### src/rtl/phy_rx.sv
// phy_rx: two-lane DisplayPort receive monitor for TPS1/TPS2 lock, error counting,
// inter-lane skew measurement and deskew delay lines.
module phy_rx (
    input  logic        dpclk,
    input  logic        reset,
    input  logic [15:0] rxdat0,
    input  logic [15:0] rxdat1,
    input  logic [1:0]  rxisk0,
    input  logic [1:0]  rxisk1,
    output logic [15:0] outdat0,
    output logic [15:0] outdat1,
    output logic [1:0]  outisk0,
    output logic [1:0]  outisk1,
    output logic [1:0]  cr_done,
    output logic [1:0]  eq_done,
    output logic        aligned,
    output logic [1:0]  deskew0,
    output logic [1:0]  deskew1,
    output logic [7:0]  errcnt0,
    output logic [7:0]  errcnt1
);
    typedef enum logic [1:0] {IDLE, CR, EQ} lane_st_t;

    lane_st_t    r_st    [2];
    logic [2:0]  r_ph    [2];
    logic [2:0]  r_t1run [2];
    logic [1:0]  r_bad   [2];
    logic [1:0]  r_per   [2];
    logic [1:0]  r_res   [2];
    logic [7:0]  r_err   [2];
    logic [1:0]  r_hunt, r_prevk, r_cr, r_eq;
    logic        r_meas, r_aligned;
    logic [2:0]  r_d;
    logic [1:0]  r_dsk   [2];
    logic [17:0] r_line  [2][2];
    logic [17:0] r_out   [2];

    logic [17:0] w_in    [2];
    logic [2:0]  w_nph   [2];
    logic [7:0]  w_sat   [2];
    logic [1:0]  w_t1, w_k, w_match, w_p0, w_lost, w_drop;
    logic        w_both, w_cap;
    logic [2:0]  w_capd;

    assign w_in[0] = {rxisk0, rxdat0};
    assign w_in[1] = {rxisk1, rxdat1};

    // w_nph is the TPS2 phase of the word arriving this cycle
    always_comb begin
        for (int i = 0; i < 2; i++) begin
            w_t1[i]    = w_in[i] == {2'b00, 16'h4A4A};
            w_k[i]     = w_in[i] == {2'b01, 16'hCBBC};
            w_nph[i]   = r_ph[i] == 3'd4 ? 3'd0 : r_ph[i] + 3'd1;
            w_match[i] = w_nph[i] < 3'd2 ? w_k[i] : w_t1[i];
            w_sat[i]   = r_err[i] + {7'd0, r_err[i] != 8'hFF};
            w_p0[i]    = r_st[i] == EQ && w_nph[i] == 3'd0;
            w_lost[i]  = !w_match[i] && r_bad[i] == 2'd3;
            w_drop[i]  = r_st[i] == EQ && (w_lost[i] || (w_t1[i] && w_nph[i] < 3'd2 && r_res[i] == 2'd3));
        end
    end

    always_ff @(posedge dpclk) begin
        if (reset) begin
            r_hunt  <= 2'b00;
            r_prevk <= 2'b00;
            r_cr    <= 2'b00;
            r_eq    <= 2'b00;
            for (int i = 0; i < 2; i++) begin
                r_st[i]    <= IDLE;
                r_ph[i]    <= 3'd0;
                r_t1run[i] <= 3'd0;
                r_bad[i]   <= 2'd0;
                r_per[i]   <= 2'd0;
                r_res[i]   <= 2'd0;
                r_err[i]   <= 8'd0;
            end
        end else begin
            for (int i = 0; i < 2; i++) begin
                r_prevk[i] <= w_k[i];
                if (r_st[i] == EQ) begin
                    r_ph[i]  <= w_nph[i];
                    r_bad[i] <= w_match[i] ? 2'd0 : r_bad[i] + 2'd1;
                    r_err[i] <= w_match[i] ? r_err[i] : w_sat[i];
                    if (w_nph[i] < 3'd2)
                        r_res[i] <= w_t1[i] ? r_res[i] + 2'd1 : 2'd0;
                    if (w_drop[i]) begin
                        r_st[i]    <= w_lost[i] ? IDLE : CR;
                        r_cr[i]    <= !w_lost[i];
                        r_eq[i]    <= 1'b0;
                        r_hunt[i]  <= 1'b0;
                        r_bad[i]   <= 2'd0;
                        r_res[i]   <= 2'd0;
                        r_t1run[i] <= 3'd0;
                    end
                end else begin
                    if (r_hunt[i]) begin
                        if (w_match[i]) begin
                            r_ph[i] <= w_nph[i];
                            if (w_nph[i] == 3'd4)
                                r_per[i] <= r_per[i] + 2'd1;
                            if (w_nph[i] == 3'd4 && r_per[i] == 2'd3) begin
                                r_st[i]   <= EQ;
                                r_cr[i]   <= 1'b1;
                                r_eq[i]   <= 1'b1;
                                r_hunt[i] <= 1'b0;
                                r_bad[i]  <= 2'd0;
                                r_res[i]  <= 2'd0;
                            end
                        end else begin
                            r_hunt[i]  <= 1'b0;
                            r_per[i]   <= 2'd0;
                            r_t1run[i] <= 3'd0;
                        end
                    // in CR a lone K is taken as phase 0; from IDLE it takes a K pair
                    end else if (w_k[i] && (r_prevk[i] || r_st[i] == CR)) begin
                        r_hunt[i] <= 1'b1;
                        r_ph[i]   <= r_st[i] == CR ? 3'd0 : 3'd1;
                        r_per[i]  <= 2'd0;
                    end else if (r_st[i] == IDLE) begin
                        r_t1run[i] <= w_t1[i] ? r_t1run[i] + 3'd1 : 3'd0;
                        if (w_t1[i] && r_t1run[i] == 3'd7) begin
                            r_st[i]  <= CR;
                            r_cr[i]  <= 1'b1;
                            r_bad[i] <= 2'd0;
                        end
                    end
                    if (r_st[i] == CR) begin
                        r_bad[i] <= w_t1[i] || w_k[i] ? 2'd0 : r_bad[i] + 2'd1;
                        r_err[i] <= w_t1[i] || w_k[i] ? r_err[i] : w_sat[i];
                        if (!w_t1[i] && !w_k[i] && r_bad[i] == 2'd3) begin
                            r_st[i]    <= IDLE;
                            r_cr[i]    <= 1'b0;
                            r_hunt[i]  <= 1'b0;
                            r_t1run[i] <= 3'd0;
                        end
                    end
                end
            end
        end
    end

    assign w_both = r_st[0] == EQ && r_st[1] == EQ;
    assign w_cap  = w_both && !r_aligned && !(|w_drop) && (r_meas ? w_p0[1] : w_p0[0] && w_p0[1]);
    assign w_capd = r_meas ? r_d : 3'd0;

    // d counts cycles from lane 0's phase-0 word to lane 1's
    always_ff @(posedge dpclk) begin
        if (reset) begin
            r_meas    <= 1'b0;
            r_aligned <= 1'b0;
            r_d       <= 3'd0;
            r_dsk[0]  <= 2'd0;
            r_dsk[1]  <= 2'd0;
        end else begin
            r_aligned <= w_cap || (r_aligned && !(|w_drop));
            r_meas    <= w_both && !r_aligned && !w_cap && (r_meas || w_p0[0]);
            r_d       <= r_meas ? r_d + 3'd1 : 3'd1;
            if (w_cap) begin
                r_dsk[0] <= w_capd <= 3'd2 ? w_capd[1:0] : 2'd0;
                r_dsk[1] <= w_capd <= 3'd2 ? 2'd0 : (w_capd == 3'd3 ? 2'd2 : 2'd1);
            end
        end
    end

    always_ff @(posedge dpclk) begin
        for (int i = 0; i < 2; i++) begin
            if (reset) begin
                r_line[i][0] <= 18'd0;
                r_line[i][1] <= 18'd0;
                r_out[i]     <= 18'd0;
            end else begin
                r_line[i][0] <= w_in[i];
                r_line[i][1] <= r_line[i][0];
                r_out[i]     <= r_dsk[i] == 2'd0 ? w_in[i] : (r_dsk[i] == 2'd1 ? r_line[i][0] : r_line[i][1]);
            end
        end
    end

    assign outdat0 = r_out[0][15:0];
    assign outisk0 = r_out[0][17:16];
    assign outdat1 = r_out[1][15:0];
    assign outisk1 = r_out[1][17:16];
    assign cr_done = r_cr;
    assign eq_done = r_eq;
    assign aligned = r_aligned;
    assign deskew0 = r_dsk[0];
    assign deskew1 = r_dsk[1];
    assign errcnt0 = r_err[0];
    assign errcnt1 = r_err[1];
endmodule
### config.mk
export PLATFORM = sky130hd
export DESIGN_NAME = phy_rx
export DESIGN_NICKNAME = d
export VERILOG_FILES = /design/src/rtl/phy_rx.sv
export SDC_FILE = /design/constraint.sdc
export NUM_CORES = 1
export LEC_CHECK = 0
export ABC_AREA = 0
export BUFFER_PORTS_ARGS = -buffer_cell sky130_fd_sc_hd__clkbuf_2
export CAP_MARGIN = 20
export CORE_AREA = 8 8 154 156
export DETAILED_ROUTE_END_ITERATION = 10
export DIE_AREA = 0 0 162 164
export GPL_TIMING_DRIVEN = 0
export PLACE_DENSITY_LB_ADDON = 0.12
export SLEW_MARGIN = 15
export SYNTH_ARGS = -nofsm -noshare
export SYNTH_HDL_FRONTEND = slang
export SYNTH_SLANG_ARGS = --single-unit
export TNS_END_PERCENT = 1
### constraint.sdc
create_clock -name dpclk -period 2.5 [get_ports dpclk]
set_input_delay 0.375 -clock dpclk [delete_from_list [all_inputs] [get_ports dpclk]]
set_output_delay 0.375 -clock dpclk [all_outputs]
set_load 0.01 [all_outputs]
Word-level counts from Yosys, hierarchy flattened
Memories as Yosys holds them, arrays and structs flattened.
Index checks and enable logic that the tools add are counted.
{"block": "totals", "memories": 10, "inputBits": 38, "out_inout_bits": 61, "reg_bits": 13, "ram_bits": 156}
{"memory": "r_line", "words": 2, "width": 36, "rd": 2, "rd_ports_with_merged_regs": 0, "write_ports": 2, "line": "35", "source": "logic [17:0] r_line [2][2];"}
{"memory": "r_out", "words": 2, "width": 18, "rd": 2, "rd_ports_with_merged_regs": 0, "write_ports": 2, "line": "36", "source": "logic [17:0] r_out [2];"}
{"memory": "r_err", "words": 2, "width": 8, "rd": 2, "rd_ports_with_merged_regs": 0, "write_ports": 2, "line": "30", "source": "logic [7:0] r_err [2];"}
{"memory": "r_ph", "words": 2, "width": 3, "rd": 2, "rd_ports_with_merged_regs": 0, "write_ports": 2, "line": "25", "source": "logic [2:0] r_ph [2];"}
{"memory": "r_t1run", "words": 2, "width": 3, "rd": 2, "rd_ports_with_merged_regs": 0, "write_ports": 2, "line": "26", "source": "logic [2:0] r_t1run [2];"}
{"memory": "r_bad", "words": 2, "width": 2, "rd": 2, "rd_ports_with_merged_regs": 0, "write_ports": 2, "line": "27", "source": "logic [1:0] r_bad [2];"}
{"memory": "+4 memories"}
{"block": "classes", "addsub": 13, "magnitude_cmp": 3, "n_eq_ne": 27, "n_mux": 254, "bitwise_logic": 57, "n_reduce_logical": 63}
{"cell": "18-bit two-way mux", "count": 10}
{"cell": "1-bit two-way mux", "count": 176}
{"cell": "2-bit two-way mux", "count": 41}
{"cell": "8-bit two-way mux", "count": 8}
{"cell": "3-bit two-way mux", "count": 19}
{"cell": "1-bit bitwise OR", "count": 56}
{"cell": "18-bit by 15-bit == test with 1-bit output, second input constant", "count": 2}
{"cell": "18-bit by 17-bit == test with 1-bit output, second input constant", "count": 2}
{"cell": "1-bit logical AND", "count": 28}
{"cell": "3-bit == test, second input constant", "count": 6}
{"cell": "8-bit by 1-bit adder with 8-bit output", "count": 2}
{"cell": "2-bit == test, second input constant", "count": 8}
{"cell": "8-bit != test, second input constant", "count": 2}
{"cell": "3-bit by 1-bit adder with 3-bit output, second input constant", "count": 5}
{"cell": "2-bit by 1-bit adder with 2-bit output, second input constant", "count": 6}
{"cell": "2-bit nonzero test", "count": 6}
{"cell": "1-bit logical NOT", "count": 11}
{"cell": "2-bit by 1-bit == test with 1-bit output, second input constant", "count": 4}
{"cell": "2-bit logical NOT", "count": 4}
{"cell": "1-bit logical OR", "count": 8}
{"cell": "4-bit AND reduction", "count": 2}
{"cell": "3-bit logical NOT", "count": 2}
{"cell": "3-bit by 2-bit less-than comparator with 1-bit output, second input constant", "count": 2}
{"cell": "2-bit != test, second input constant", "count": 2}
{"cell": "other kinds (4)", "count": 5}

Longest topological paths before layout
Gate-level depths: netlist (run 1).
An unclocked memory read counts as a cell.
{"block": "depth", "word_depth": 17, "mapped_depth": 10, "depth_no_buf": 10}

Worst setup path before layout (run 1)
Ideal clock, no wire load.
{"block": "synth_timing", "kind": "register to register", "startpoint": "mem r_ph[0][0]", "endpoint": "mem r_dsk[1][1], in the netlist r_dsk[0][3] (data pin)", "stages_incl_launch_ff": 9, "n_path_buf": 0, "t_required_ns": 2.244, "path_slack_ns": -0.043, "arrival_time_ns": 2.287, "path_cell_list": "edfxtp_1 -> ha_1 -> or3b_1 -> and3_4 -> a211oi_1 -> o31ai_1 -> and3_4 -> and3_1 -> and4b_1"}
{"element": "start, declared", "line": "25"}
{"element": "end, declared", "line": "34", "source": "logic [1:0] r_dsk [2];"}

==> metrics.yaml, run 1 <==
run_status:
  status: "finished, violations left"
  violations: "setup timing"
timing:
  tightest_slew_ns: 0.778
  period_share_pct: 103
  hold_viol: 0
  setup_slack_ns: -0.0822
  setup_viol: 6
  timing.fmax_mhz: 387
  rsz0062_at_grt: "true"
  slew_viol_final: 0
  post-route-min-period_ns: 2.58
  maxSlewHeadroom_pct: 48.1
  skew_ns: 0.00853
finish:
  utilization_pct: 41.8
  drive_gt1_share_pct: 21.1
  multi_input_area_sq_um: 3450
  nets: 931
  num_antenna_cells: 0
  instances_no_fill: 1167
  areaGrowthSynthToFinish_pct: 22.2
  regArea_sq_um: 3820
  fill_cells: 2202
  fin_area_sq_um: 8930
die:
  die_x_um: 162
  initial_core_util_pct: 34.2
  io_pins: 99
  core_sq_um: 21400
  die_h_um: 164
  std_cell_rows: 54
  die_area_sq_um: 26600
logic_synthesis:
  syn_avg_cell_area_sq_um: 9.77
  synth_most_common_cell: "dfxtp_1"
  yosys-top-cells-area: "dfxtp_1, edfxtp_1, nor2b_1"
  netlist.area_leader.share_pct: 34.2
  ys.flop_type: "dfxtp_1"
  synth_edf_count: 44
  synthTopCellsByCount: "dfxtp_1, nor2_1, nor2b_1"
  synthDistinctLibCells: 70
  synth_warnings: 0
  synthCells: 748
  syn_area_sq_um: 7310
  syn_nets: 805
  synth_top_area_cell: "dfxtp_1"
  async_flop_share_pct: 0
  seq_area_frac_synth_pct: 52.3
  ys_seq_elements: 169
critical_path:
  cp-start-kind: "flop"
  cp.arrival_ns: 2.87
  required_ns: 2.79
  crit_path_top_delay_cell: "or3b_4"
  rr_worst_depth: 9
  endpoint_kind: "flop"
  crit_family: "simple AND/OR/NAND/NOR gates"
  cp_num_buf_inv: 1
  path_max_fanout: 5
  worstSetupPathType: "flop to flop"
  critPathMaxStageDelay_ns: 0.42
  timing.critical_path.cells: "inv_2 > ha_4 > or3b_4 > a211oi_4 > nand2_1 > or3_4 > a31o_1 > o31a_1 > nor2b_1"
  cp.depth: 9
global_routing:
  grt_pass1_wl_mm: 30.2
  grt_max_degree: 18
  grt_pass1_vias: 5720
  grt_usage_pct: 14.4
  grt.overflow.total: 0
  antenna_found_initial: 0
cts:
  clkTransAtPathRegs_ns: 0.07
  clock_path_buffers: 2
  root_buffer: "clkbuf_16"
  htree_levels: 4
  clk_latency_ns: 0.43
  cts_tree: "yes"
  cts_buffers: 17
  clock_sinks: 169
detailed_routing:
  via_per_inst: 4.83
  final_antenna_net_count: 0
  dr.first_iter.drc_count: 251
  vias: 5635
  drc: 0
  wl_per_cell_um: 15.9
  drt-total-wl_mm: 18.6
  first_pass_iters: 4
place:
  postPlaceCellArea_sq_um: 8150
  port_buffers: 97
  gp_congestion: 0.800
  placed_cells: 1125
  dp_slack_ns: -0.449
  dpl.hpwl_mm: 13.8
run:
  drv_cap: 0
power_and_ir_drop:
  power_leakage_nw: 3.67
  power_mw: 6.26
  p_per_area_nw_per_um2: 701
  peakVddDrop_mv: 0.424
hold_path:
  min_path_cells: 2
  hold_path.class: "primary input to flop"
[power breakdown]
part	leakage (nW)	switching, mW	internal [mW]
clock	0.272	1.20	1.32
combinational	1.90	0.410	0.279
sequential	1.50	0.0836	2.97
total	3.67	1.70	4.56
[logic make-up (layout without fill, tap and decap cells)]
logic type	after synthesis	count (layout)	synth area share [%]
AO/OA/AOI/OAI	108	108	9.18
XOR/XNOR	11	11	1.32
adder cells (fa/ha/maj)	19	19	3.25
buffers and inverters	48	187	2.50
flip-flops	169	169	52.3
multiplexers	38	38	5.22
AND/OR/NAND/NOR	355	355	26.2
[cell type report]
cell class	instances	area share [%]
Tap cell	280	3.92
Clock inverter	14	1.46
Multi-Input combinational cell	531	38.6
Sequential cell	169	42.8
Buffer	32	1.37
Inverter	16	0.672
Timing Repair Buffer	107	6.32
Clock buffer	18	4.81
[path summary, 6_finish.rpt]
check                                start       endpoint  slack, ns
worst max-delay path            r_ph[0][0]    r_bad[1][1]      -0.08
worst min-delay path            rxdat0[11]  r_line[0][29]       0.18
worst max register to register  r_ph[0][0]    r_bad[1][1]      -0.08
worst min register to register  eq_done[1]     eq_done[1]       0.45
[flip-flops by register name, indices dropped and copies added (netlist names)]
| signal | flops |
|---|---|
| r_ph | 6 |
| r_meas | 1 |
| r_res | 4 |
| r_d | 3 |
| aligned | 1 |
| r_out | 36 |
| r_err | 16 |
| r_hunt | 2 |
| r_dsk | 4 |
| cr_done | 2 |
| r_prevk | 2 |
| r_line | 72 |
| r_t1run | 6 |
| eq_done | 2 |
| r_per | 4 |
| r_st | 4 |
| r_bad | 4 |
[per-stage QoR]
step,TNS (ns),hold WS (ns)
6_report,-0.194,0.177
3_5_place_dp,-15.70,0.444
5_1_grt,-2.61,0.163
2_1_floorplan,0,0.435
4_1_cts,-0.771,0.160
3_3_place_gp,-15.71,0.438
[metal layers]
metal  track usage, %  share of wire [%]
met5                0                  0
met4             4.42                1.3
met3             4.06                4.9
met2             24.0                 48
met1             17.7                 46
[placed cells by master, fill, tap and decap left out, drive strengths merged, types with 4 or more instances in the layout]
master  synthesis  routed
a21oi          56      56
and2           10      10
and3           16      16
buf             7      17
clkbuf         25     140
clkinv          0       4
dfxtp         125     125
edfxtp         44      44
ha             19      19
inv            16      24
mux2i          37      37
nand2          35      35
nand2b          7       7
nand3          22      22
nand3b          4       4
nand4           8       8
nor2          117     117
nor2b          84      84
nor3           19      19
nor4            6       6
nor4b           6       6
o21ai          12      12
o31ai           6       6
or3             6       6
xor2            9       9
[timing repair]
item | in CTS | in global routing
pin swaps | 12 | 10
resized for setup | 20 | 14
hold buffers | 0 | 0
setup buffers | 10 | 1
gates cloned | 0 | 0
endpoints found under the setup margin | 51 | 45
Note: power is estimated with default switching activity, not from simulation.
==> run 2: changes to the inputs <==
--- a/config.mk
+++ b/config.mk
@@ -12,7 +12,6 @@
 export DETAILED_ROUTE_END_ITERATION = 10
 export DIE_AREA = 0 0 162 164
 export GPL_TIMING_DRIVEN = 0
-export PLACE_DENSITY_LB_ADDON = 0.12
 export SLEW_MARGIN = 15
 export SYNTH_ARGS = -nofsm -noshare
 export SYNTH_HDL_FRONTEND = slang
==> run 2 against run 1 <==
The flow still finishes with violations (setup timing); clock power is 4% higher; largest cell class unchanged; final cell count down 0.51%; fmax shrank 0.84%; sequential share of layout area up 0.10 points.
==> metrics.yaml, run 2 (synthesized netlist as in run 1, its figures left out) <==
timing:
  timing.fmax_mhz: 384  # -0.84%
  tightest_slew_ns: 0.768  # -0.00985 ns
  setup_slack_ns: -0.104  # -0.0219 ns
  period_share_pct: 104  # +0.88 points
  setup_viol: 14  # +8
  maxSlewHeadroom_pct: 48.8  # +0.66 points
  rsz0062_at_grt: "true"
  hold_viol: 0  # unchanged
  post-route-min-period_ns: 2.60  # +0.0219 ns
  slew_viol_final: 0  # unchanged
  skew_ns: 0.00783  # -0.000691 ns
critical_path:
  cp.arrival_ns: 2.89  # +0.02 ns
  cp-start-kind: "flop"
  rr_worst_depth: 8  # -1
  required_ns: 2.78  # about the same
  timing.critical_path.cells: "ha_2 > or3b_4 > a211oi_4 > nand2_1 > or3_4 > a31o_1 > o31a_1 > nor2_1"
  path_max_fanout: 5  # unchanged
  r2r_start: "r_ph[0][0]"
  critPathMaxStageDelay_ns: 0.44  # +0.02 ns
  crit_family: "simple AND/OR/NAND/NOR gates"
  reg2reg_slack_ns: -0.10  # -0.02 ns
  crit_path_top_delay_cell: "edfxtp_1"
  worstSetupPathType: "flop to flop"
  cp_num_buf_inv: 0  # -1
  endpoint_kind: "flop"
  cp.depth: 8  # -1
  r2r-end: "r_bad[1][0]"
  setup.worst_path.start: "r_ph[0][0]"
  endpoint: "r_bad[1][0]"
cts:
  cts_tree: "yes"
  clkTransAtPathRegs_ns: 0.07  # about the same
  postCtsHoldBufs: 0  # unchanged
  clock_path_buffers: 2  # unchanged
  clk_latency_ns: 0.43  # about the same
  clock_sinks: 169  # unchanged
  cts_buffers: 17  # unchanged
  root_buffer: "clkbuf_16"
  htree_levels: 4  # unchanged
finish:
  instances_no_fill: 1161  # -0.51%
  largest_register_ffs: 72  # unchanged
  regArea_sq_um: 3820  # unchanged
  nets: 926  # -0.54%
  final_cell_mix: "dfxtp_1, nor2_1, clkbuf_2"
  largest-register: "r_line"
  fill_cells: 2150  # -2.4%
  top_regs: "r_line (72), r_out (36), r_err (16)"
  num_antenna_cells: 0  # unchanged
  drive_gt1_share_pct: 20.5  # -0.54 points
  areaGrowthSynthToFinish_pct: 21.9
  multi_input_area_sq_um: 3450  # -0.15%
  final_common_cell: "dfxtp_1"
global_routing:
  grt_pass1_wl_mm: 28.7  # -4.8%
  grt_pass1_vias: 5491  # -4.0%
  grt_usage_pct: 13.6  # -0.74 points
  grt_max_degree: 18  # unchanged
  grt.overflow.total: 0  # unchanged
  antenna_found_initial: 0  # unchanged
die:
  std_cell_rows: 54  # unchanged
  die_x_um: 162  # unchanged
  core_sq_um: 21400  # unchanged
  die_area_sq_um: 26600  # unchanged
  io_pins: 99  # unchanged
  die_h_um: 164  # unchanged
  initial_core_util_pct: 34.2  # unchanged
power_and_ir_drop:
  p_per_area_nw_per_um2: 712  # +1.6%
  swShare_pct: 26.6  # -0.47 points
  pwr-share-seq_pct: 48.1  # -0.7 points
  power_mw: 6.34  # +1.4%
  p_comb_share_pct: 10.8  # -0.2 points
  peakVddDrop_mv: 0.490  # +15%
  p_switching_mw: 1.69  # -0.37%
  power.internal_mw: 4.66  # +2.0%
  pwr-share-clk_pct: 41.1  # +0.9 points
  power_leakage_nw: 3.66  # -0.38%
detailed_routing:
  wl_per_cell_um: 15.4  # -3.0%
  via_per_inst: 4.89  # +1.2%
  drt-total-wl_mm: 17.9  # -3.5%
  first_pass_iters: 5  # +1
  drc: 0  # unchanged
  vias: 5674  # +0.69%
  final_antenna_net_count: 0  # unchanged
  dr.first_iter.drc_count: 298  # +19%
place:
  placed_cells: 1125  # unchanged
  port_buffers: 97  # unchanged
  dp_slack_ns: -0.370  # +0.0795 ns
  gp_congestion: 0.866  # +8.3%
  dpl.hpwl_mm: 13.1  # -5.1%
hold_path:
  hold_path.class: "primary input to flop"
  min_from: "rxdat1[11]"
run_status:
  status: "finished, violations left"
  violations: "setup timing"
run:
  drv_cap: 0  # unchanged
run 2: cell types whose count changed in the layout (fill, tap and decap cells not counted), sizes merged:
cell,previous run,this run
clkbuf,140,139
bufinv,0,1
inv,24,23
buf,17,12
run 2: metrics by stage:
step / utilization [%] / setup TNS (ns) / cell area (sq um) / hold WS, ns
after floorplan: - / 0 / 7320 / 0.435
after global placement: 38.2 / -11.09 / 8150 / 0.436
after detailed placement: 38.2 / -11.33 / 8150 / 0.437
after CTS: 41.4 / -0.843 / 8850 / 0.182
after global routing: 41.7 / -2.30 / 8910 / 0.201
final: 41.7 / -0.650 / 8910 / 0.201
run 2: power groups by stage:
stage	Sequential [mW]	Combinational [mW]	Clock, mW
finish	3.05	0.684	2.61
global route	3.07	0.767	2.79
CTS	3.05	0.671	2.67
detailed placement	3.11	0.640	0
global placement	3.11	0.636	0
floorplan	3.13	0.376	0
run 2: per-layer routing:
| metal | share of wire, % | wire (um) | global-route usage, % | vias up |
|---|---|---|---|---|
| li1 | - | - | - | 2856 |
| met5 | 0 | 0 | 0 | - |
| met2 | 46 | 8310 | 21.3 | 146 |
| met3 | 6.0 | 1080 | 3.78 | 16 |
| met4 | 1.3 | 228 | 4.92 | 0 |
| met1 | 46 | 8290 | 17.8 | 2656 |
run 2: cell type report:
cell class,count,area share [%]
clock inverters,14,1.78
clock buffers,17,4.77
inverters,16,0.674
repair buffers,102,5.87
multi-input cells,531,38.7
flip-flops and latches,169,42.9
plain buffers,32,1.38
well taps,280,3.93
run 2: repair_timing:
action / in CTS / in global routing
pin swaps: 4 / 9
buffers inserted: 4 / 1
setup endpoints to repair: 48 / 46
resized for setup: 17 / 15
run 2: worst reg2reg max path, cell delays in order, from the launching register on:
cell      delay, ns
edfxtp_1       0.44
ha_2           0.24
or3b_4         0.43
a211oi_4       0.28
nand2_1        0.10
or3_4          0.37
a31o_1         0.24
o31a_1         0.26
nor2_1         0.11
run 2: worst min path at each step:
stage | cells after the start | end | slack (ns)
CTS | 2 | r_line[1][27] | 0.18
floorplan | 2 | r_res[1][1] | 0.43
global placement | 2 | eq_done[1] | 0.44
detailed placement | 2 | eq_done[1] | 0.44
finish | 2 | r_line[1][29] | 0.20
global route | 2 | r_line[1][29] | 0.20
